**src/rtl/gl_mem_arbiter.sv**
```systemverilog
// gl_mem_arbiter: shares one BRAM read port between gl_fetch (single words)
// and gl_decode (1-4 word bursts). Grants are round-robin in IDLE. Decode
// bursts are sequenced in BURST. Read returns are steered by a one-cycle tag
// pipeline. The last decode word is bypassed into dec_data so that dec_done
// arrives len+1 cycles after dec_gnt.
module gl_mem_arbiter #(
  parameter int ADDR_W = 32,
  parameter int DATA_W = 32
) (
  input  logic                  clk,
  input  logic                  reset,
  input  logic                  fetch_req,
  input  logic [ADDR_W-1:0]     fetch_addr,
  output logic                  fetch_gnt,
  output logic                  fetch_valid,
  output logic [DATA_W-1:0]     fetch_data,
  input  logic                  dec_req,
  input  logic [ADDR_W-1:0]     dec_addr,
  input  logic [1:0]            dec_len,
  output logic                  dec_gnt,
  output logic                  dec_done,
  output logic [4*DATA_W-1:0]   dec_data,
  output logic                  mem_en,
  output logic [ADDR_W-1:0]     mem_addr,
  input  logic [DATA_W-1:0]     mem_rdata,
  output logic                  stall
);

  typedef enum logic { S_IDLE, S_BURST } state_t;
  typedef enum logic { OWN_FETCH, OWN_DEC } owner_t;

  state_t              r_state;
  owner_t              r_last_owner;
  logic [ADDR_W-1:0]   r_base;
  logic [1:0]          r_len;
  logic [1:0]          r_idx;
  logic [ADDR_W-1:0]   r_mem_addr;
  logic                r_tag_valid;
  owner_t              r_tag_owner;
  logic [1:0]          r_tag_idx;
  logic                r_tag_last;
  logic [DATA_W-1:0]   r_fetch_data;
  logic [4*DATA_W-1:0] r_dec_data;

  logic                w_fetch_gnt;
  logic                w_dec_gnt;
  logic                w_mem_en;
  logic [ADDR_W-1:0]   w_issue_addr;
  logic [1:0]          w_issue_idx;
  logic                w_issue_last;
  logic                w_fetch_ret;
  logic                w_dec_ret;
  logic [4*DATA_W-1:0] w_dec_data;

  // Grant decision and BRAM issue: round-robin in IDLE, sequential burst words in BURST.
  always_comb begin
    // NOTE: every signal gets a default first so no path leaves it unassigned (no latch).
    w_fetch_gnt  = 1'b0;
    w_dec_gnt    = 1'b0;
    w_mem_en     = 1'b0;
    w_issue_addr = r_mem_addr;
    w_issue_idx  = 2'd0;
    w_issue_last = 1'b0;
    if (!reset) begin
      if (r_state == S_BURST) begin
        w_mem_en     = 1'b1;
        w_issue_addr = r_base + ADDR_W'(r_idx);
        w_issue_idx  = r_idx;
        w_issue_last = (r_idx == r_len);
      end else if (fetch_req && (!dec_req || r_last_owner == OWN_DEC)) begin
        w_fetch_gnt  = 1'b1;
        w_mem_en     = 1'b1;
        w_issue_addr = fetch_addr;
      end else if (dec_req) begin
        w_dec_gnt    = 1'b1;
        w_mem_en     = 1'b1;
        w_issue_addr = dec_addr;
        w_issue_last = (dec_len == 2'd0);
      end
    end
  end

  // Read return steering; the word returning this cycle is merged into dec_data directly.
  always_comb begin
    w_fetch_ret = r_tag_valid && (r_tag_owner == OWN_FETCH);
    w_dec_ret   = r_tag_valid && (r_tag_owner == OWN_DEC);
    w_dec_data  = r_dec_data;
    if (w_dec_ret) begin
      w_dec_data[DATA_W*int'(r_tag_idx) +: DATA_W] = mem_rdata;
    end
  end

  assign fetch_gnt   = w_fetch_gnt;
  assign dec_gnt     = w_dec_gnt;
  assign mem_en      = w_mem_en;
  assign mem_addr    = w_issue_addr;
  assign fetch_valid = w_fetch_ret;
  assign fetch_data  = w_fetch_ret ? mem_rdata : r_fetch_data;
  assign dec_done    = w_dec_ret && r_tag_last;
  assign dec_data    = w_dec_data;
  assign stall       = !reset && (dec_req || (r_state == S_BURST) || (fetch_req && !w_fetch_gnt));

  // Arbiter state, burst counters, tag pipeline and held return data.
  always_ff @(posedge clk or posedge reset) begin
    if (reset) begin
      r_state      <= S_IDLE;
      r_last_owner <= OWN_FETCH;
      r_base       <= '0;
      r_len        <= '0;
      r_idx        <= '0;
      r_mem_addr   <= '0;
      r_tag_valid  <= 1'b0;
      r_tag_owner  <= OWN_FETCH;
      r_tag_idx    <= '0;
      r_tag_last   <= 1'b0;
      r_fetch_data <= '0;
      r_dec_data   <= '0;
    end else begin
      // NOTE: non-blocking assignments so every register samples pre-edge values.
      r_tag_valid <= w_mem_en;
      r_tag_owner <= w_fetch_gnt ? OWN_FETCH : OWN_DEC;
      r_tag_idx   <= w_issue_idx;
      r_tag_last  <= w_issue_last;
      if (w_mem_en) begin
        r_mem_addr <= w_issue_addr;
      end
      if (w_fetch_gnt) begin
        r_last_owner <= OWN_FETCH;
      end else if (w_dec_gnt) begin
        r_last_owner <= OWN_DEC;
      end
      if (w_fetch_ret) begin
        r_fetch_data <= mem_rdata;
      end
      // A new burst starts from a clean result; the bypassed final word of the
      // previous burst is still visible on dec_data during the grant cycle.
      if (w_dec_gnt) begin
        r_dec_data <= '0;
      end else begin
        r_dec_data <= w_dec_data;
      end
      if (r_state == S_IDLE) begin
        if (w_dec_gnt) begin
          r_base <= dec_addr;
          r_len  <= dec_len;
          r_idx  <= 2'd1;
          if (dec_len != 2'd0) begin
            r_state <= S_BURST;
          end
        end
      end else begin
        r_idx <= r_idx + 2'd1;
        if (r_idx == r_len) begin
          r_state <= S_IDLE;
        end
      end
    end
  end

endmodule

```
**config.mk**
```make
export PLATFORM = sky130hd
export DESIGN_NAME = gl_mem_arbiter
export DESIGN_NICKNAME = d
export VERILOG_FILES = /design/src/rtl/gl_mem_arbiter.sv
export SDC_FILE = /design/constraint.sdc
export NUM_CORES = 1
export LEC_CHECK = 0
export BUFFER_PORTS_ARGS = -buffer_cell sky130_fd_sc_hd__buf_4
export CAP_MARGIN = 20
export CORE_MARGIN = 5
export CORE_UTILIZATION = 30
export CTS_BUF_LIST = sky130_fd_sc_hd__clkbuf_4 sky130_fd_sc_hd__clkbuf_8
export DETAILED_ROUTE_END_ITERATION = 10
export HOLD_SLACK_MARGIN = 0.03
export PLACE_DENSITY = 0.56
export SLEW_MARGIN = 20
export SYNTH_ARGS = -nofsm -noshare
export SYNTH_HDL_FRONTEND = slang
export SYNTH_SLANG_ARGS = --single-unit
```
**constraint.sdc**
```tcl
create_clock -name clk -period 12.02 [get_ports clk]
set_input_delay 0 -clock clk [delete_from_list [all_inputs] [get_ports clk]]
set_output_delay 0 -clock clk [all_outputs]
set_load 0.02 [all_outputs]
```
==> results of run 1 <==
==> power by group through the flow <==
stage / logic (mW) / clock network, mW / registers, mW
2_1_floorplan: 0.774 / 0 / 1.12
3_3_place_gp: 1.22 / 0 / 1.15
3_5_place_dp: 1.23 / 0 / 1.16
4_1_cts: 1.30 / 0.773 / 1.15
5_1_grt: 1.41 / 0.805 / 1.18
6_report: 1.30 / 0.744 / 1.15
==> state kept, by name, summed over array words and instances, names as in the netlist <==
register and count:
r_dec_data 128, r_base 32, r_fetch_data 32, r_mem_addr 32, r_idx 2, r_len 2
r_tag_idx 2, r_last_owner 1, r_state 1, r_tag_last 1, r_tag_owner 1, r_tag_valid 1
==> worst max-delay path, cell delays in order, from the launching register on <==
cell and delay, ns:
dfrtp_1 0.47, inv_1 0.33, ha_1 0.22, nand3_2 0.75
nor4_4 0.41, buf_4 0.49, a22o_1 0.26, buf_4 0.16
==> final cells by class <==
| class | count | area [um2] | share of cell area (%) |
|---|---|---|---|
| repair buffers | 431 | 3551 | 22.04 |
| well taps | 511 | 639.4 | 3.968 |
| multi-input cells | 739 | 5176 | 32.12 |
| clock buffers | 63 | 773.2 | 4.799 |
| flip-flops and latches | 235 | 5881 | 36.50 |
| clock inverters | 4 | 25.02 | 0.1553 |
| inverters | 16 | 67.56 | 0.4193 |
==> through the flow <==
stage	setup WS (ns)	util [%]	area (um2)	power [mW]	hold slack (ns)
after floorplan	2.150	-	11380	1.893	0.1054
after global placement	8.587	37.53	14100	2.374	0.2067
after detailed placement	8.553	37.53	14100	2.394	0.2071
after CTS	8.184	42.88	16110	3.229	0.09019
after global routing	8.094	42.88	16110	3.390	0.1229
final	8.317	42.88	16110	3.196	0.1336
==> worst min-delay path by stage <==
stage,startpoint,end,slack [ns],cells after the start
after floorplan,dec_addr[0],r_base[0],0.11,2
after CTS,dec_req,r_tag_valid,0.09,3
after global placement,dec_addr[9],r_base[9],0.21,3
final,dec_req,r_tag_valid,0.13,3
after detailed placement,dec_addr[9],r_base[9],0.21,3
after global routing,dec_req,r_tag_valid,0.12,3
==> kinds of logic after synthesis <==
| kind of cell | count (synthesis) | share of synthesized area (%) |
|---|---|---|
| AND/OR/NAND/NOR | 388 | 18.20 |
| flip-flops | 235 | 51.69 |
| AO/OA/AOI/OAI | 253 | 17.68 |
| buffers and inverters | 94 | 3.431 |
| XOR/XNOR | 27 | 2.079 |
| adder cells (fa/ha/maj) | 8 | 0.9458 |
| multiplexers | 63 | 5.972 |
==> metal layers <==
metal / vias to the layer above / part of all wire [%]
li1: 4632 / -
met1: 5052 / 43
met2: 430 / 46
met3: 64 / 8.0
met4: 0 / 2.4
met5: - / 0
==> layout by cell type, fill, tap and decap left out, drive strengths merged, types with 3 or more instances in the layout <==
cell         count
nor3             3
mux2            39
mux2i           24
dfrtp          235
nor4             7
o211ai           4
o221ai          31
o311ai           3
a211oi           9
nand2          139
o21ai           21
and3             3
nand4           14
nor4b            3
a22o           128
nor2b            5
o31ai            8
inv             16
xnor2           14
ha               7
and2           128
o21a             5
a31oi            4
nand3b           5
nor2            44
nand3           26
clkbuf          63
nand2b           5
buf            310
xor2            13
a21oi           20
o22ai            6
o2bb2ai          3
dlygate4sd3    121
==> timing repair <==
item                      in CTS  in global routing
resized for setup              0                  0
hold buffers                 121                  0
hold endpoints to repair     313                  0
==> results.md, run 1 <==
- Status: finished, final reports clean
- CTS tree: yes
- Netlist cell types: 57
- Num ports: 300
- Met1 GRT Util: between 20% and 30%
- Mapped Cells: about 1,100
- Crit Path Category: reg -> out
- Clk root buf: clkbuf_8
- Synth top cells by count: 235 x dfrtp_1, 138 x nand2_1, 128 x a22o_1, 128 x and2_1, 48 x clkbuf_1
- Clk_skew: around 0.032 ns
- Std cell rows: just over 70
- First-pass GRT wire length: around 62 mm
- Initial core utilization: 30.28%
- Total placed cells including tap cells: around 1,800
- Max FO, Critical Path: 33
- Core area: around 0.038 mm2
- Largest net degree at the start of global routing: 158
- Wire length per cell: about 20 um
- Number of DRC markers in iteration 0: 641
- Grt total ovfl: 0
- Vias/cell: between 5 and 6
- Slew Limit Fails: 0
- Startpoint Class: flip-flop
- Port bufs: 299
- Clock power frac: 23.3%
- CP startpoint: r_tag_idx[0]
- Overall die area: between 0.04 and 0.05 mm2
- RePlAce Congestion: ~0.84
- Setup Fix Bufs, Post-CTS: 0
- Share of flip-flops with an asynchronous set or reset: 100.0%
- Clock buffer depth: 3
- Syn nets: approximately 1,200
- Synth Flop Type: dfrtp_1
- Total internal power: a little under 2 mW
- Initial antenna violation count: 0
- Met2 Usage GRT: a little under a third
- Synth area leader: dfrtp_1
- Top cells by area, synth: dfrtp_1 52%, a22o_1 9.9%, and2_1 7.0%
- Vias in the first global route: 10,440
- CTS buffer count: 45
- Diode count: 0
- Pwr/cell area: 198.3 mW/mm2
- Total wire length: 40.74 mm
- Number of synthesized flops with an enable pin: 0
- Worst r2r src: r_idx[0]
- Post-route insts no fill: about 2,000
- Final #Nets: roughly 1,600
- Most instantiated library cell after synthesis: dfrtp_1
- Synthesis Warnings: 0
- Top Usage Layer GRT: met2
- Met3 GRT Util: approximately 4.4%
- Maximum VDD drop: 0.1110 mV
- CTS H-tree lvls: 2
- Synth Register Bits: between 200 and 250
- Pleak: 7.755 nW
- Area Growth Syn to Fin: 41.63%
- Worst EP arrival: 3.70 ns
- Drt drc: 0
- Mapped Area: between 0.01 and 0.015 mm2
- Worst Setup EP: dec_data[76]
- Hold Crit Class: in -> reg
- Clk sink count: 235
- 1st-pass router iterations: 8
- Switching power: around 1.2 mW
- DRT antenna net count: 0
- Sequential power share: 36.1%
- WP data required: ~12 ns
- Combinational share of power: approximately 41%
- FMAX: roughly 270 MHz
- Die Ht: around 200 um
- Sw frac: a little under two fifths
- Vias post-DR: between 10,000 and 15,000
- # setup viols final: 0
- RSZ-0062 raised after global routing: no
- Final hold violation count: 0
- Final period util: 30.80%
- Max-cap violations: 0
- Fillers: 3,609
- Clk_lat worst skew: 0.59 ns
- Worst slew margin: approximately a third
- Register area share after synthesis: roughly half
- Yosys top cell area share: 51.69%
- Worst R2R Path Depth: 9
- Tmin final: 3.703 ns
- Worst-Margin Slew: 1.002 ns
- Die W: around 200 um
- GRT Total Usage: between 10% and 20%
- Worst-path clk slew: ~0.060 ns
- Crit. End Element: output pin
- Worst reg-to-reg setup slack: roughly 8.5 ns
- Reg2reg end: r_mem_addr[28]
- Share of cells above drive strength 1: ~30%
- Synthesized area per cell: between 10 and 15 um2
- Post-route setup TNS: 0 ns
- DP HPWL: 25.88 mm
Note: power is estimated with default switching activity, not from simulation.
==> run 2: changes to the inputs <==
- clock period: 12.02 -> 3.7 ns (I/O delays scaled with it)
==> results.md, run 2 (same netlist as run 1, synthesis figures left out) <==
- Status: finished, final reports clean
- Initial core utilization: 30.28% (unchanged)
- CTS tree: yes
- Area Growth Syn to Fin: 43.12%
- Final hold violation count: 0 (unchanged)
- Commonest non-fill, non-tap cells in the layout: 319 x buf_4, 235 x dfrtp_1, 138 x nand2_1
- WP data required: 3.70 ns (-8.32 ns)
- DP HPWL: 25.90 mm (about the same)
- Vias post-DR: 10,260 (+0.78%)
- Hold Startpoint: dec_req
- RSZ-0062 raised after global routing: no
- Largest net degree at the start of global routing: 88 (-44%)
- Crit. End Element: output pin
- Crit path max-delay family: simple AND/OR/NAND/NOR gates
- Total wire length: 40.18 mm (-1.4%)
- Crit Path Category: reg -> out
- CP cell instances: ha_1 > inv_1 > fa_1 > nand3b_2 > nor4_4 > nand3_1 > xor2_1 > o221ai_1 > buf_4
- Fin worst setup slack: 0.3063 ns (-8.011 ns)
- Pleak: 7.864 nW (+1.4%)
- Tmin final: ~3.4 ns
- First-pass GRT wire length: 62.35 mm (+0.11%)
- Clk root buf: clkbuf_8
- Worst slack at placement: 0.9270 ns (-7.626 ns)
- Die Ht: 204.7 um (unchanged)
- Maximum VDD drop: 0.3554 mV (+220%)
- Clock buffer depth: 3 (unchanged)
- Final total power: 10.61 mW (+230%)
- Diode count: 0 (unchanged)
- Worst r2r src: r_idx[0]
- Clk sink count: 235 (unchanged)
- Max FFs per register: 128 (unchanged)
- Wire length per cell: 19.91 um (-2.3%)
- Vias/cell: 5.083 (-0.17%)
- Clk_lat worst skew: 0.58 ns (about the same)
- Worst slew margin: 30.70% (-2.5 points)
- Worst path slowest cell: nor4_4
- Biggest register: r_dec_data
- Startpoint Class: flip-flop
- Share of cells above drive strength 1: 30.46% (+0.75 points)
- Max-cap violations: 0 (unchanged)
- Post-route setup TNS: 0 ns (unchanged)
- 1st-pass router iterations: 5 (-3)
- Initial antenna violation count: 0 (unchanged)
- Worst-path clk slew: 0.06 ns (about the same)
- Number of DRC markers in iteration 0: 640 (-0.16%)
- CP startpoint: r_idx[0]
- Final #Nets: 1,585 (+0.44%)
- Bufs and invs on worst path: 2 (-1)
- Std cell rows: 71 (unchanged)
- Num ports: 300 (unchanged)
- Die W: 204.7 um (unchanged)
- GRT Total Usage: 18.69% (-0.15 points)
- FMAX: roughly 300 MHz
- CTS buffer count: 43 (-4.4%)
- Clk_skew: 0.01609 ns (-0.01638 ns)
- Final period util: 91.72%
- Pwr/cell area: 651.4 mW/mm2 (+230%)
- CTS H-tree lvls: 2 (unchanged)
- RePlAce Congestion: 0.8526 (+1.7%)
- Port bufs: 299 (unchanged)
- Hold Crit Class: in -> reg
- Core area: 0.03758 mm2 (unchanged)
- Slew Limit Fails: 0 (unchanged)
- Commonest non-fill, non-tap cell in the layout: buf_4
- # setup viols final: 0 (unchanged)
- Grt total ovfl: 0 (unchanged)
- Max FO, Critical Path: 5 (-85%)
- Vias in the first global route: 10,480 (+0.39%)
- DRT antenna net count: 0 (unchanged)
- Overall die area: 0.04192 mm2 (unchanged)
- Worst EP arrival: 3.39 ns (-0.31 ns)
- Worst-Margin Slew: 1.040 ns (+0.03757 ns)
- Crit-path max cell delay: 0.53 ns (-0.22 ns)
- Drt drc: 0 (unchanged)
- Post-CTS resize count: 0 (unchanged)
run 2: cell count changes in the layout (fill, tap and decap cells not counted), sizes merged:
cell,before,now
dlygate4sd3,121,120
buf,310,320
clkbuf,63,73
clkinv,2,4
clkinvlp,2,0
run 2: worst paths after layout:
| kind | cells past startpoint | slack [ns] | end |
|---|---|---|---|
| max in group asynchronous | 5 | 1.62 | r_dec_data[9] |
| min reg2reg | 2 | 0.49 | r_base[0] |
| max | 9 | 0.31 | mem_addr[30] |
| max reg2reg | 9 | 0.42 | r_mem_addr[28] |
| min in group asynchronous | 3 | 0.35 | r_base[11] |
| min | 3 | 0.17 | r_tag_valid |
run 2: cell type report:
class | count | area [um2]
flip-flops and latches | 235 | 5881
clock buffers | 73 | 898.4
well taps | 511 | 639.4
repair buffers | 440 | 3616
multi-input cells | 739 | 5161
fillers | 3616 | 21290
clock inverters | 4 | 20.02
inverters | 16 | 67.56
run 2: metrics by stage:
stage	utilization (%)	cell area, um2	hold slack [ns]	std cells
after floorplan	-	11380	0.1054	1068
final	43.33	16280	0.1680	2018
after CTS	43.33	16280	0.1063	2018
after detailed placement	37.69	14160	0.2084	1821
after global placement	37.69	14160	0.2066	1821
after global routing	43.33	16280	0.1410	2018
run 2: power by group:
part	switching (mW)	internal (mW)
logic	2.34	1.85
clock network	1.12	1.52
registers	0.505	3.27
total	3.97	6.64
run 2: repair_timing:
| item | CTS | global route |
|---|---|---|
| setup buffers | 0 | 0 |
| endpoints found under the hold margin | 305 | 0 |
| hold buffers | 120 | 0 |
run 2: layer usage:
| layer | track usage [%] | part of all wire, % |
|---|---|---|
| met5 | 0 | 0 |
| met4 | 5.719 | 2.3 |
| met3 | 3.910 | 7.9 |
| met2 | 29.86 | 46 |
| met1 | 25.63 | 44 |
run 2: tightest hold or removal path, cell delays in order:
cell    delay (ns)
buf_4         0.30
nor3_1        0.26
nor2_1        0.10
==> run 3: changes to the inputs <==
- BUFFER_PORTS_ARGS: -buffer_cell sky130_fd_sc_hd__buf_4 -> default
- CORE_MARGIN: 5 -> 2
- DONT_BUFFER_PORTS: default -> 1
- PLACE_DENSITY: 0.56 -> default
- PLACE_DENSITY_LB_ADDON: default -> 0.2
==> results.md, run 3 (same netlist as run 1, synthesis figures left out) <==
- Status: finished, final reports clean
- Biggest register: r_dec_data
- WP data required: 3.70 ns (about the same)
- Slew Limit Fails: 0 (unchanged)
- 1st-pass router iterations: 5 (unchanged)
- Final hold violation count: 0 (unchanged)
- Drt drc: 0 (unchanged)
- Clk sink count: 235 (unchanged)
- Fillers: 3,733 (+3.2%)
- CP startpoint: r_last_owner
- Pleak: 6.798 nW (-14%)
- Port bufs: 0 (-100%)
- Tmin final: 3.450 ns (+0.05661 ns)
- Worst slack at placement: 0.7770 ns (-0.1500 ns)
- Worst reg-to-reg setup slack: 0.31 ns (-0.11 ns)
- Crit Path Category: reg -> out
- Max FFs per register: 128 (unchanged)
- Die Ht: 198.7 um (-2.9%)
- Clock power frac: 26.9% (+2.0 points)
- Hold Startpoint: reset
- GRT Total Usage: 19.86% (+1.2 points)
- Overall die area: 0.03950 mm2 (-5.8%)
- RSZ-0062 raised after global routing: no
- Vias in the first global route: 9,865 (-5.9%)
- Switching power: 3.884 mW (-2.1%)
- Worst Hold End: stall
- Grt total ovfl: 0 (unchanged)
- Sw frac: 38.22% (+0.82 points)
- Share of cells above drive strength 1: 14.95% (-16 points)
- Combinational share of power: 35.7% (-3.8 points)
- # setup viols final: 0 (unchanged)
- Clock buffer depth: 3 (unchanged)
- Clk_skew: 0.02749 ns (+0.01140 ns)
- CTS tree: yes
- Vias/cell: 5.201 (+2.3%)
- Initial antenna violation count: 2 (+2)
- Worst r2r src: r_last_owner
- Final total power: 10.16 mW (-4.2%)
- CTS H-tree lvls: 2 (unchanged)
- Fin Hold WS: 0.1069 ns (-0.06109 ns)
- Maximum VDD drop: 0.2715 mV (-24%)
- Core area: 0.03749 mm2 (-0.24%)
- Wire length per cell: 21.77 um (+9.4%)
- Post-route setup TNS: 0 ns (unchanged)
- Startpoint Class: flip-flop
- First-pass GRT wire length: 60.22 mm (-3.4%)
- Die W: 198.7 um (-2.9%)
- Max-cap violations: 0 (unchanged)
- Hold Crit Class: in -> out
- Area Growth Syn to Fin: 32.63%
- Hold path cells: 1 (-2)
- Clk root buf: clkbuf_8
- DP HPWL: 23.58 mm (-9.0%)
- Pwr/cell area: 673.4 mW/mm2 (+3.4%)
- Fin worst setup slack: 0.2496 ns (-0.05661 ns)
- Total internal power: 6.278 mW (-5.4%)
- Worst EP arrival: 3.45 ns (+0.06 ns)
- FMAX: 289.8 MHz (-1.6%)
- Commonest non-fill, non-tap cells in the layout: 235 x dfrtp_1, 189 x dlygate4sd3_1, 138 x nand2_1
- Num ports: 300 (unchanged)
- Initial core utilization: 30.35% (+0.072 points)
- Std cell rows: 71 (unchanged)
- Largest net degree at the start of global routing: 162 (+84%)
- Clk_lat worst skew: 0.58 ns (about the same)
- CTS buffer count: 44 (+2.3%)
- Vias post-DR: 9,487 (-7.5%)
- DRT antenna net count: 0 (unchanged)
- Worst-Margin Slew: 1.053 ns (+0.01380 ns)
- RePlAce Congestion: 0.7913 (-7.2%)
- Commonest non-fill, non-tap cell in the layout: dfrtp_1
- Crit. End Element: output pin
- Final period util: 93.25% (+1.5 points)
- Worst-path clk slew: 0.05 ns (about the same)
- Setup Fix Bufs, Post-CTS: 0 (unchanged)
- Max FO, Critical Path: 12 (+7)
- Sequential power share: 37.5% (+1.9 points)
- Total wire length: 39.72 mm (-1.1%)
- Number of DRC markers in iteration 0: 533 (-17%)
- Final #Nets: 1,389 (-12%)
- Worst R2R Path Depth: 8 (-1)
- Reg2reg end: r_base[29]
- Worst slew margin: 29.61% (-1.1 points)
## run 3: worst max-delay path by stage
stage | to | cells after the start
4_1_cts | mem_addr[14] | 8
3_3_place_gp | mem_addr[14] | 8
5_1_grt | mem_addr[18] | 8
6_report | mem_addr[1] | 5
3_5_place_dp | mem_addr[14] | 8
2_1_floorplan | mem_addr[26] | 6
## run 3: per-stage QoR
stage          instances  instance area [um2]  utilization (%)
6_report            1824                15090            40.25
2_1_floorplan       1068                11380                -
3_5_place_dp        1552                12170            32.45
4_1_cts             1822                15080            40.24
5_1_grt             1824                15090            40.25
3_3_place_gp        1552                12170            32.45
## run 3: worst max-delay path: stages (launching register included)
cell and delay (ns):
dfrtp_1 0.54, o21ai_2 0.74, mux2i_1 0.17, dlygate4sd3_1 0.60, mux2_2 0.27, o21ai_0 0.58
## run 3: area by class of cell
cell class	count	area, um2	share of cell area [%]
clock buffers	73	904.6	5.995
diodes	2	5.005	0.03317
multi-input cells	739	5171	34.27
clock inverters	5	53.80	0.3565
well taps	511	639.4	4.237
inverters	16	67.56	0.4478
repair buffers	243	2367	15.69
flip-flops and latches	235	5881	38.97
## run 3: repair_timing
| action | CTS | global route |
|---|---|---|
| endpoints found under the hold margin | 315 | 0 |
| setup endpoints to repair | 0 | 1 |
| hold buffers | 192 | 0 |
| gates resized for setup | 0 | 1 |
## run 3: metal layers
| metal | vias to the layer above | routed length (um) | GRT usage, % | part of all wire (%) |
|---|---|---|---|---|
| li1 | 4251 | - | - | - |
| met5 | - | 0 | 0 | 0 |
| met2 | 353 | 18550 | 32.44 | 47 |
| met1 | 4826 | 16910 | 25.33 | 43 |
| met4 | 0 | 792 | 5.804 | 2.0 |
| met3 | 57 | 3465 | 6.002 | 8.7 |
## run 3: power groups by stage
stage | Combinational (mW) | Clock [mW] | Sequential, mW
after floorplan | 2.52 | 0 | 3.63
after global placement | 3.04 | 0 | 3.81
after detailed placement | 3.06 | 0 | 3.82
after CTS | 3.62 | 2.83 | 3.79
after global routing | 3.93 | 2.96 | 3.90
final | 3.62 | 2.73 | 3.81
